<file path="src/rtl/adc_sample_conditioner_if.sv">
// ============================================================================
// adc_sample_conditioner_if : capture request, ADC bus and conditioned sample
// Rev 1.0
// ============================================================================
`default_nettype none

interface adc_sample_conditioner_if;
  logic        collectData;
  logic        testMode;
  logic [9:0]  adcData;
  logic [15:0] sampleData;
  logic        sampleValid;
  logic        clipFlag;

  modport master (
    output collectData,
    output testMode,
    output adcData,
    input  sampleData,
    input  sampleValid,
    input  clipFlag
  );

  modport slave (
    input  collectData,
    input  testMode,
    input  adcData,
    output sampleData,
    output sampleValid,
    output clipFlag
  );
endinterface

`default_nettype wire

</file>
<file path="src/rtl/adc_sample_conditioner.sv">
// ============================================================================
// adc_sample_conditioner : ADC-domain capture gate, test ramp, signed
// left-justified sample output and windowed RF clip detection.
// Rev 1.0
// ============================================================================
`default_nettype none

module adc_sample_conditioner #(
  parameter int TEST_WRAP      = 1021,
  parameter int ARM_CYCLES     = 4,
  parameter int CLIP_WINDOW    = 4096,
  parameter int CLIP_THRESHOLD = 16
) (
  input  wire logic               adc_clock,
  input  wire logic               nReset,
  adc_sample_conditioner_if.slave bus
);

  localparam int RAMP_W = $clog2(TEST_WRAP);
  localparam int ARM_W  = $clog2(ARM_CYCLES + 1);
  localparam int WIN_W  = $clog2(CLIP_WINDOW);
  localparam int CLIP_W = $clog2(CLIP_THRESHOLD + 1);

  typedef enum logic [1:0] {
    ST_IDLE = 2'd0,
    ST_ARM  = 2'd1,
    ST_RUN  = 2'd2
  } state_t;

  state_t              state_q, state_d;
  logic                cd_meta_q, cd_sync_q;
  logic                mode_q, mode_d;
  logic [9:0]          adc_q;
  logic [ARM_W-1:0]    arm_cnt_q, arm_cnt_d;
  logic [RAMP_W-1:0]   ramp_q, ramp_d;
  logic [15:0]         sample_q, sample_d;
  logic                valid_q, valid_d;
  logic [WIN_W-1:0]    win_cnt_q, win_cnt_d;
  logic [CLIP_W-1:0]   clip_cnt_q, clip_cnt_d;
  logic                clip_flag_q, clip_flag_d;

  logic [15:0]         w_adc_off;
  logic [15:0]         w_adc_conv;
  logic [15:0]         w_ramp_conv;
  logic                w_clipped;
  logic [CLIP_W:0]     w_clip_incl;

  // Offset-binary to two's complement, then left-justify the 10 bits.
  assign w_adc_off   = {6'b0, adc_q} - 16'd512;
  assign w_adc_conv  = w_adc_off << 6;
  assign w_ramp_conv = 16'(ramp_q) << 6;
  assign w_clipped   = (adc_q == 10'd0) || (adc_q == 10'd1023);
  assign w_clip_incl = {1'b0, clip_cnt_q} + (CLIP_W+1)'(w_clipped);

  always_ff @(posedge adc_clock or negedge nReset) begin
    if (!nReset) begin
      state_q     <= ST_IDLE;
      cd_meta_q   <= 1'b0;
      cd_sync_q   <= 1'b0;
      mode_q      <= 1'b0;
      adc_q       <= '0;
      arm_cnt_q   <= '0;
      ramp_q      <= '0;
      sample_q    <= '0;
      valid_q     <= 1'b0;
      win_cnt_q   <= '0;
      clip_cnt_q  <= '0;
      clip_flag_q <= 1'b0;
    end else begin
      state_q     <= state_d;
      cd_meta_q   <= bus.collectData;
      cd_sync_q   <= cd_meta_q;
      mode_q      <= mode_d;
      adc_q       <= bus.adcData;
      arm_cnt_q   <= arm_cnt_d;
      ramp_q      <= ramp_d;
      sample_q    <= sample_d;
      valid_q     <= valid_d;
      win_cnt_q   <= win_cnt_d;
      clip_cnt_q  <= clip_cnt_d;
      clip_flag_q <= clip_flag_d;
    end
  end

  always_comb begin
    state_d     = state_q;
    mode_d      = mode_q;
    arm_cnt_d   = arm_cnt_q;
    ramp_d      = ramp_q;
    sample_d    = '0;
    win_cnt_d   = win_cnt_q;
    clip_cnt_d  = clip_cnt_q;
    clip_flag_d = clip_flag_q;

    case (state_q)
      ST_IDLE: begin
        if (cd_sync_q) begin
          state_d   = ST_ARM;
          arm_cnt_d = '0;
          mode_d    = bus.testMode;
          ramp_d    = '0;
        end
      end
      ST_ARM: begin
        arm_cnt_d = arm_cnt_q + ARM_W'(1);
        if (!cd_sync_q) begin
          state_d = ST_IDLE;
        end else if (arm_cnt_q == ARM_W'(ARM_CYCLES - 1)) begin
          state_d = ST_RUN;
        end
      end
      ST_RUN: begin
        if (!cd_sync_q) begin
          state_d = ST_IDLE;
        end
      end
      default: state_d = ST_IDLE;
    endcase

    // The sample loaded on this edge is valid exactly while the next state is RUN.
    valid_d = (state_d == ST_RUN);

    if (valid_d) begin
      if (mode_q) begin
        sample_d = w_ramp_conv;
        ramp_d   = (ramp_q == RAMP_W'(TEST_WRAP - 1)) ? '0 : ramp_q + RAMP_W'(1);
      end else begin
        sample_d = w_adc_conv;
        if (win_cnt_q == WIN_W'(CLIP_WINDOW - 1)) begin
          clip_flag_d = (w_clip_incl >= (CLIP_W+1)'(CLIP_THRESHOLD));
          win_cnt_d   = '0;
          clip_cnt_d  = '0;
        end else begin
          win_cnt_d  = win_cnt_q + WIN_W'(1);
          clip_cnt_d = (w_clip_incl >= (CLIP_W+1)'(CLIP_THRESHOLD)) ?
                       CLIP_W'(CLIP_THRESHOLD) : w_clip_incl[CLIP_W-1:0];
        end
      end
    end else if (state_d == ST_IDLE) begin
      win_cnt_d  = '0;
      clip_cnt_d = '0;
    end
  end

  assign bus.sampleData  = sample_q;
  assign bus.sampleValid = valid_q;
  assign bus.clipFlag    = clip_flag_q & ~mode_q;

endmodule

`default_nettype wire
</file>
<file path="src/flat_wrapper.sv">
// flat-port wrapper written by rule: the top's interface ports become plain ports
module adc_sample_conditioner_flat 
#(
  parameter int TEST_WRAP      = 1021,
  parameter int ARM_CYCLES     = 4,
  parameter int CLIP_WINDOW    = 4096,
  parameter int CLIP_THRESHOLD = 16
)
  (adc_clock, nReset, bus_collectData, bus_testMode, bus_adcData, bus_sampleData, bus_sampleValid, bus_clipFlag);
  adc_sample_conditioner_if bus_i ();
  input  wire logic adc_clock;
  input  wire logic nReset;
  input wire logic [$bits(bus_i.collectData)-1:0] bus_collectData;
  input wire logic [$bits(bus_i.testMode)-1:0] bus_testMode;
  input wire logic [$bits(bus_i.adcData)-1:0] bus_adcData;
  output wire logic [$bits(bus_i.sampleData)-1:0] bus_sampleData;
  output wire logic [$bits(bus_i.sampleValid)-1:0] bus_sampleValid;
  output wire logic [$bits(bus_i.clipFlag)-1:0] bus_clipFlag;
  assign bus_i.collectData = bus_collectData;
  assign bus_i.testMode = bus_testMode;
  assign bus_i.adcData = bus_adcData;
  assign bus_sampleData = bus_i.sampleData;
  assign bus_sampleValid = bus_i.sampleValid;
  assign bus_clipFlag = bus_i.clipFlag;
  adc_sample_conditioner #(.TEST_WRAP(TEST_WRAP), .ARM_CYCLES(ARM_CYCLES), .CLIP_WINDOW(CLIP_WINDOW), .CLIP_THRESHOLD(CLIP_THRESHOLD)) u_core (.adc_clock(adc_clock), .nReset(nReset), .bus(bus_i));
endmodule
</file>
<file path="config.mk">
export PLATFORM = sky130hd
export DESIGN_NAME = adc_sample_conditioner_flat
export DESIGN_NICKNAME = d
export VERILOG_FILES = /design/src/rtl/adc_sample_conditioner_if.sv /design/src/rtl/adc_sample_conditioner.sv /design/src/flat_wrapper.sv
export SDC_FILE = /design/constraint.sdc
export NUM_CORES = 1
export LEC_CHECK = 0
export BUFFER_PORTS_ARGS = -buffer_cell sky130_fd_sc_hd__buf_2
export CORE_MARGIN = 3
export CORE_UTILIZATION = 58
export CTS_CLUSTER_DIAMETER = 40
export CTS_CLUSTER_SIZE = 16
export DETAILED_ROUTE_END_ITERATION = 10
export GPL_TIMING_DRIVEN = 0
export PLACE_DENSITY = 0.79
export SLEW_MARGIN = 15
export SYNTH_ARGS = -nofsm -noshare
export SYNTH_HDL_FRONTEND = slang
export SYNTH_SLANG_ARGS = --single-unit
</file>
<file path="constraint.sdc">
create_clock -name adc_clock -period 2.95 [get_ports adc_clock]
set_input_delay 0 -clock adc_clock [delete_from_list [all_inputs] [get_ports adc_clock]]
set_output_delay 0 -clock adc_clock [all_outputs]
set_load 0.005 [all_outputs]
</file>
# Yosys cells after proc, flatten, opt, wreduce, memory -nomap -nowiden

Cells that the tools add are included.

Add/sub/neg operators: 5
Bitwise operators: 2
Eq/ne operators: 9
Mux-type cells: 23
Order comparisons: 1
Reduce and logical (&&, ||, !) cells: 10

Operators by type and width:

| cell                                                                  | count |
|---|---|
| 10-bit 2-to-1 mux                                                     | 5 |
| 12-bit 2-to-1 mux                                                     | 4 |
| 16-bit 2-to-1 mux                                                     | 2 |
| 5-bit 2-to-1 mux                                                      | 5 |
| 10-bit equality test, second input constant                           | 2 |
| 12-bit by 1-bit adder with 12-bit output, second input constant       | 1 |
| 12-bit equality test, second input constant                           | 1 |
| 10-bit by 1-bit adder with 10-bit output, second input constant       | 1 |
| 10-bit logical NOT                                                    | 1 |
| 10-bit subtractor, second input constant                              | 1 |
| 2-bit 2-to-1 mux                                                      | 4 |
| 5-bit by 1-bit adder with 6-bit output                                | 1 |
| 6-bit by 5-bit >= comparator with 1-bit output, second input constant | 1 |
| 2-bit case mux with 3 select lines                                    | 1 |
| 3-bit case mux with 2 select lines                                    | 1 |
| 2-bit AND reduction                                                   | 3 |
| 2-bit equality test, second input constant                            | 2 |
| 2-bit logical NOT                                                     | 2 |
| 2-bit nonzero test                                                    | 2 |
| 3-bit by 1-bit adder with 3-bit output, second input constant         | 1 |
| 3-bit by 2-bit equality test with 1-bit output, second input constant | 1 |
| 3-bit 2-to-1 mux                                                      | 1 |
| 3-bit AND reduction                                                   | 1 |
| 2-bit by 1-bit equality test with 1-bit output, second input constant | 1 |
| 5 further kinds                                                       | 5 |

Input bits: 14
Word-level logic and storage cells: 62
Register bits: 63
Output and inout port bits: 18

# Depth between registers and ports, before layout

Depth after elaboration: 8
Mapped depth: 10
Gate-level depth less buffers: 10

# Least setup slack after synthesis

OpenSTA, ideal clock, no wires.

Path type: register to register
From: reg u_core.adc_q[1]
To: reg u_core.clip_cnt_q[3]
Path slack: 0.818 ns
Arrival: 2.006 ns
Path buffers: 0
Stages on the path, launching flop included: 11
Clock period less this slack: 2.132 ns
Path through: dfrtp_1 nor4_1 nand3_1 o31ai_1 ha_1 ha_1 a31oi_1 a41oi_1 nor4_1 and3_1 a221o_1

Cells in the longest elaborated chain, start to end: 8

Ends and longest elaborated chain:

| what                                                       | RTL line                      | source |
|---|---|---|
| start, declared                                            | adc_sample_conditioner.sv:33  | `logic [9:0] adc_q;` |
| start signal, assigned                                     | adc_sample_conditioner.sv:74  | `adc_q <= bus.adcData;` |
| 10-bit equality test or 10-bit logical NOT (tied branches) | adc_sample_conditioner.sv:52  | `assign w_clipped = (adc_q == 10'd0) \|\| (adc_q == 10'd1023);` |
| 1-bit logical OR *                                         | adc_sample_conditioner.sv:52  |  |
| 5-bit by 1-bit adder with 6-bit output *                   | adc_sample_conditioner.sv:53  | `assign w_clip_incl = {1'b0, clip_cnt_q} + (CLIP_W+1)'(w_clipped);` |
| 6-bit by 5-bit >= comparator with 1-bit output             | adc_sample_conditioner.sv:135 | `clip_cnt_d = (w_clip_incl >= (CLIP_W+1)'(CLIP_THRESHOLD)) ?` |
| 5-bit 2-to-1 mux *                                         | adc_sample_conditioner.sv:135 |  |
| 5-bit 2-to-1 mux *                                         | adc_sample_conditioner.sv:129 | `if (win_cnt_q == WIN_W'(CLIP_WINDOW - 1)) begin` |
| 5-bit 2-to-1 mux *                                         | adc_sample_conditioner.sv:124 | `if (mode_q) begin` |
| 5-bit 2-to-1 mux *                                         | adc_sample_conditioner.sv:123 | `if (valid_d) begin` |
| end signal, assigned                                       | adc_sample_conditioner.sv:80  | `clip_cnt_q <= clip_cnt_d;` |
| end, declared                                              | adc_sample_conditioner.sv:39  | `logic [CLIP_W-1:0] clip_cnt_q, clip_cnt_d;` |

Mark *: on every way between the ends. The rest lies on a longest branch, timed or not. The select of a mux whose other input is x is not followed.
A chain may end at the register's enable or synchronous reset.

# Final worst setup path

From: reg u_core.adc_q[0]
To: reg u_core.clip_cnt_q[3]

Same word-level chain as after synthesis.

==> run metrics <==
outcome completed; first-pass GRT wire length 9432 um; chip width 74.64 um; min cycle time layout 2517 ps; post-CTS setup buffers 0; reg2reg start u_core.adc_q[0]; mapped cell area 0.002733 mm2; cts bufs inserted 9; Final ANT Viol Nets 0; Synth Area in Adders 3.205%; ratio of final minimum period to clock period 85.33%; Worst-Margin Slew 698.1 ps; Primary FF master, synth dfrtp_1; most common cell after layout, fill and taps aside dfrtp_1; Logic pwr share 14.5%; Final setup viols 0; Setup TNS 0 ps; chip height 74.64 um; clock sink total 57; global route overflow 0; Post-synth EDFFs 0; Seq/Total Area, Yosys 52.20%; RSZ-0062 raised after global routing false; crit-path cells nor4_1 -> nand3_1 -> o31ai_1 -> ha_1 -> ha_1 -> a31oi_1 -> a41oi_1 -> nor4_1 -> and3_1 -> a221o_1; r2r worst-path depth 10; Setup WS pre-CTS 455.8 ps; cts repair resizes 0; Post-Synth Simple-Gate Area 19.18%; Routed WL 5658 um; DRC viols 0; CP max-delay cell dfrtp_1; deepest clock path buffer count 2; XOR/XNOR share of the synthesized area 2.564%; fillcell total 328; Crit Path Category flop to flop; mux share of post-synthesis cell area 4.487%; met1 Use GR 31.37%; core area 0.004444 mm2; post-layout util 73.59%; area of the die 0.005571 mm2; Worst Hold Class input pin to async pin; Post-Layout Cell Count 375; post-DR wirelength/cell 15.09 um; via count 2135; Worst R2R End u_core.clip_cnt_q[3]; worst skew pair latency 350 ps; Fmax 0.3973 GHz; CP max FO 4; global route hottest layer met2; gpl congestion 0.7889; Initial Utilization 61.49%; drt pass-1 iters 4; LEAKAGE 1.550 nW; multi-input logic area 0.001187 mm2; layout cell share with drive strength beyond 1 19.50%; max incr delay on CP 420 ps; CTS root buffer clkbuf_8; H-tree depth 3; Final Hold Viols 0; vias per cell 5.693; worst setup path start u_core.adc_q[0]; Reg area 0.001426 mm2; Clk pin slew, worst setup/hold paths 70 ps; Synth cell types 47; startpoint types flop; Syn-to-layout area delta 19.69%; Syn Area/Cell 10.35 um2; CP arrival 2750 ps; PortBufs 25; # hold bufs at CTS 13; max-cap violations 0; Async SR Flop Fraction 100.0%; worst reg-to-reg setup slack 430 ps; vias in the first global route 1993; Final WS setup 432.7 ps; Worst Skew 15.36 ps; n_diodes 0; I/O pins 32; clock network power share 39.7%; All-Layer GR Usage 23.23%; Critical Path End u_core.clip_cnt_q[3]; dpl cells 346; Yosys Warn Count 0; max_slew headroom 53.46%; met3 Resource Use GR 6.943%; antenna violations before repair 0; #FFs+latches synth 57; Cell Int Power 1.342 mW; main combinational cell family by area after synthesis simple AND/OR/NAND/NOR gates; fin nets 339; Iter 0 DRT Violations 147; largest net degree at the start of global routing 58; P_sw 0.5180 mW; Mapped Cells 264; DPL Wire Length 3584 um; sequential share of power 45.8%; GRT met2 Usage 33.85%; CP Capture Type flop; Max Slew Vio Count 0; commonest non-fill, non-tap cells in the layout 57 x dfrtp_1, 29 x buf_2, 27 x nor2_1; TritonCTS clock tree yes; VDD IR max 0.4346 mV; worst endpoint required time 3180 ps; Cell Pwr Density 568.7 mW/mm2; compound-cell area share of the yosys netlist 13.19%; # rows 24; Sw Share 27.85%
## how the worst min path moves through the flow
stage / slack [ps] / end / cells after the start / start
2_1_floorplan: -300 / u_core.adc_q[0] / 0 / nReset
3_3_place_gp: 110 / u_core.adc_q[4] / 1 / bus_adcData[4]
3_5_place_dp: 90 / u_core.win_cnt_q[2] / 1 / nReset
4_1_cts: 270 / u_core.clip_cnt_q[2] / 2 / nReset
5_1_grt: 290 / u_core.cd_meta_q / 2 / bus_collectData
6_report: 260 / u_core.clip_cnt_q[2] / 2 / nReset
## synthesized netlist by cell type, types with 2 or more instances
| library cell | count | area (um2) |
|---|---|---|
| buf_2 | 5 | 25.02 |
| or3_1 | 2 | 12.51 |
| nand2_1 | 23 | 86.33 |
| nand2b_1 | 4 | 25.02 |
| o21ai_0 | 11 | 55.05 |
| a211oi_1 | 2 | 15.01 |
| buf_4 | 8 | 60.06 |
| nand3_1 | 15 | 75.07 |
| o31ai_1 | 2 | 15.01 |
| nor4_1 | 3 | 18.77 |
| a21boi_0 | 2 | 15.01 |
| nor2_1 | 27 | 101.4 |
| nor3_1 | 3 | 15.01 |
| a41oi_1 | 4 | 35.03 |
| nand4_1 | 5 | 31.28 |
| ha_1 | 7 | 87.58 |
| nor2b_1 | 5 | 31.28 |
| a22o_1 | 3 | 26.28 |
| mux2i_1 | 10 | 100.1 |
| inv_1 | 6 | 22.52 |
| o21ai_2 | 2 | 17.52 |
| a31oi_1 | 8 | 50.05 |
| and3_1 | 6 | 37.54 |
| a21oi_1 | 13 | 65.06 |
| clkbuf_1 | 3 | 11.26 |
| xnor2_1 | 8 | 70.07 |
| dfrtp_1 | 57 | 1426 |
## per-stage QoR
| step | power (mW) | hold WS [ps] | area (um2) |
|---|---|---|---|
| 2_1_floorplan | 1.041 | -295.6 | 2751 |
| 3_3_place_gp | 1.113 | 108.3 | 2942 |
| 3_5_place_dp | 1.122 | 94.48 | 2944 |
| 4_1_cts | 1.863 | 268.0 | 3271 |
| 5_1_grt | 1.949 | 286.0 | 3271 |
| 6_report | 1.860 | 255.7 | 3271 |
## sequential cells by signal (all words and copies together) (netlist names)
name and flops:
u_core.arm_cnt_q 3, u_core.clip_cnt_q 5, u_core.win_cnt_q 12, u_core.state_q 2, u_core.bus.sampleValid 1, u_core.cd_sync_q 1
u_core.clip_flag_q 1, u_core.adc_q 10, u_core.cd_meta_q 1, u_core.bus.sampleData 10, u_core.ramp_q 10, u_core.mode_q 1
## routing by layer
| layer | vias to the layer above | share of wire (%) |
|---|---|---|
| li1 | 1034 | - |
| met1 | 1018 | 46 |
| met2 | 65 | 45 |
| met3 | 18 | 4.8 |
| met4 | 0 | 3.8 |
| met5 | - | 0 |
## layout make-up
cell class / instances / area share [%]
Buffer: 18 / 3.405
Clock buffer: 11 / 4.323
Tap cell: 52 / 1.989
Timing Repair Buffer: 38 / 7.881
Inverter: 7 / 0.8034
Multi-Input combinational cell: 187 / 36.30
Clock inverter: 5 / 1.683
Sequential cell: 57 / 43.61
## cells by family (layout without fill, tap and decap cells)
logic type,Yosys count,after routing
adder cells (fa/ha/maj),7,7
buffers and inverters,25,79
multiplexers,12,12
flip-flops,57,57
AO/OA/AOI/OAI,53,53
other,1,6
XOR/XNOR,8,8
AND/OR/NAND/NOR,101,101
## power by group through the flow
stage               sequential [mW]  combinational, mW  clock, mW
detailed placement            0.865              0.256          0
floorplan                     0.860              0.181          0
global placement              0.863              0.250          0
global route                  0.857              0.309      0.784
CTS                           0.851              0.272      0.740
finish                        0.852              0.271      0.738
## critical path: cells and delay by family, from the launching register on
kind | cells | cell delay (ps)
flip-flops | 1 | 420
adder cells (fa/ha/maj) | 2 | 480
AO/OA/AOI/OAI | 4 | 780
AND/OR/NAND/NOR | 4 | 730
Power figures use the tool's default switching activity.
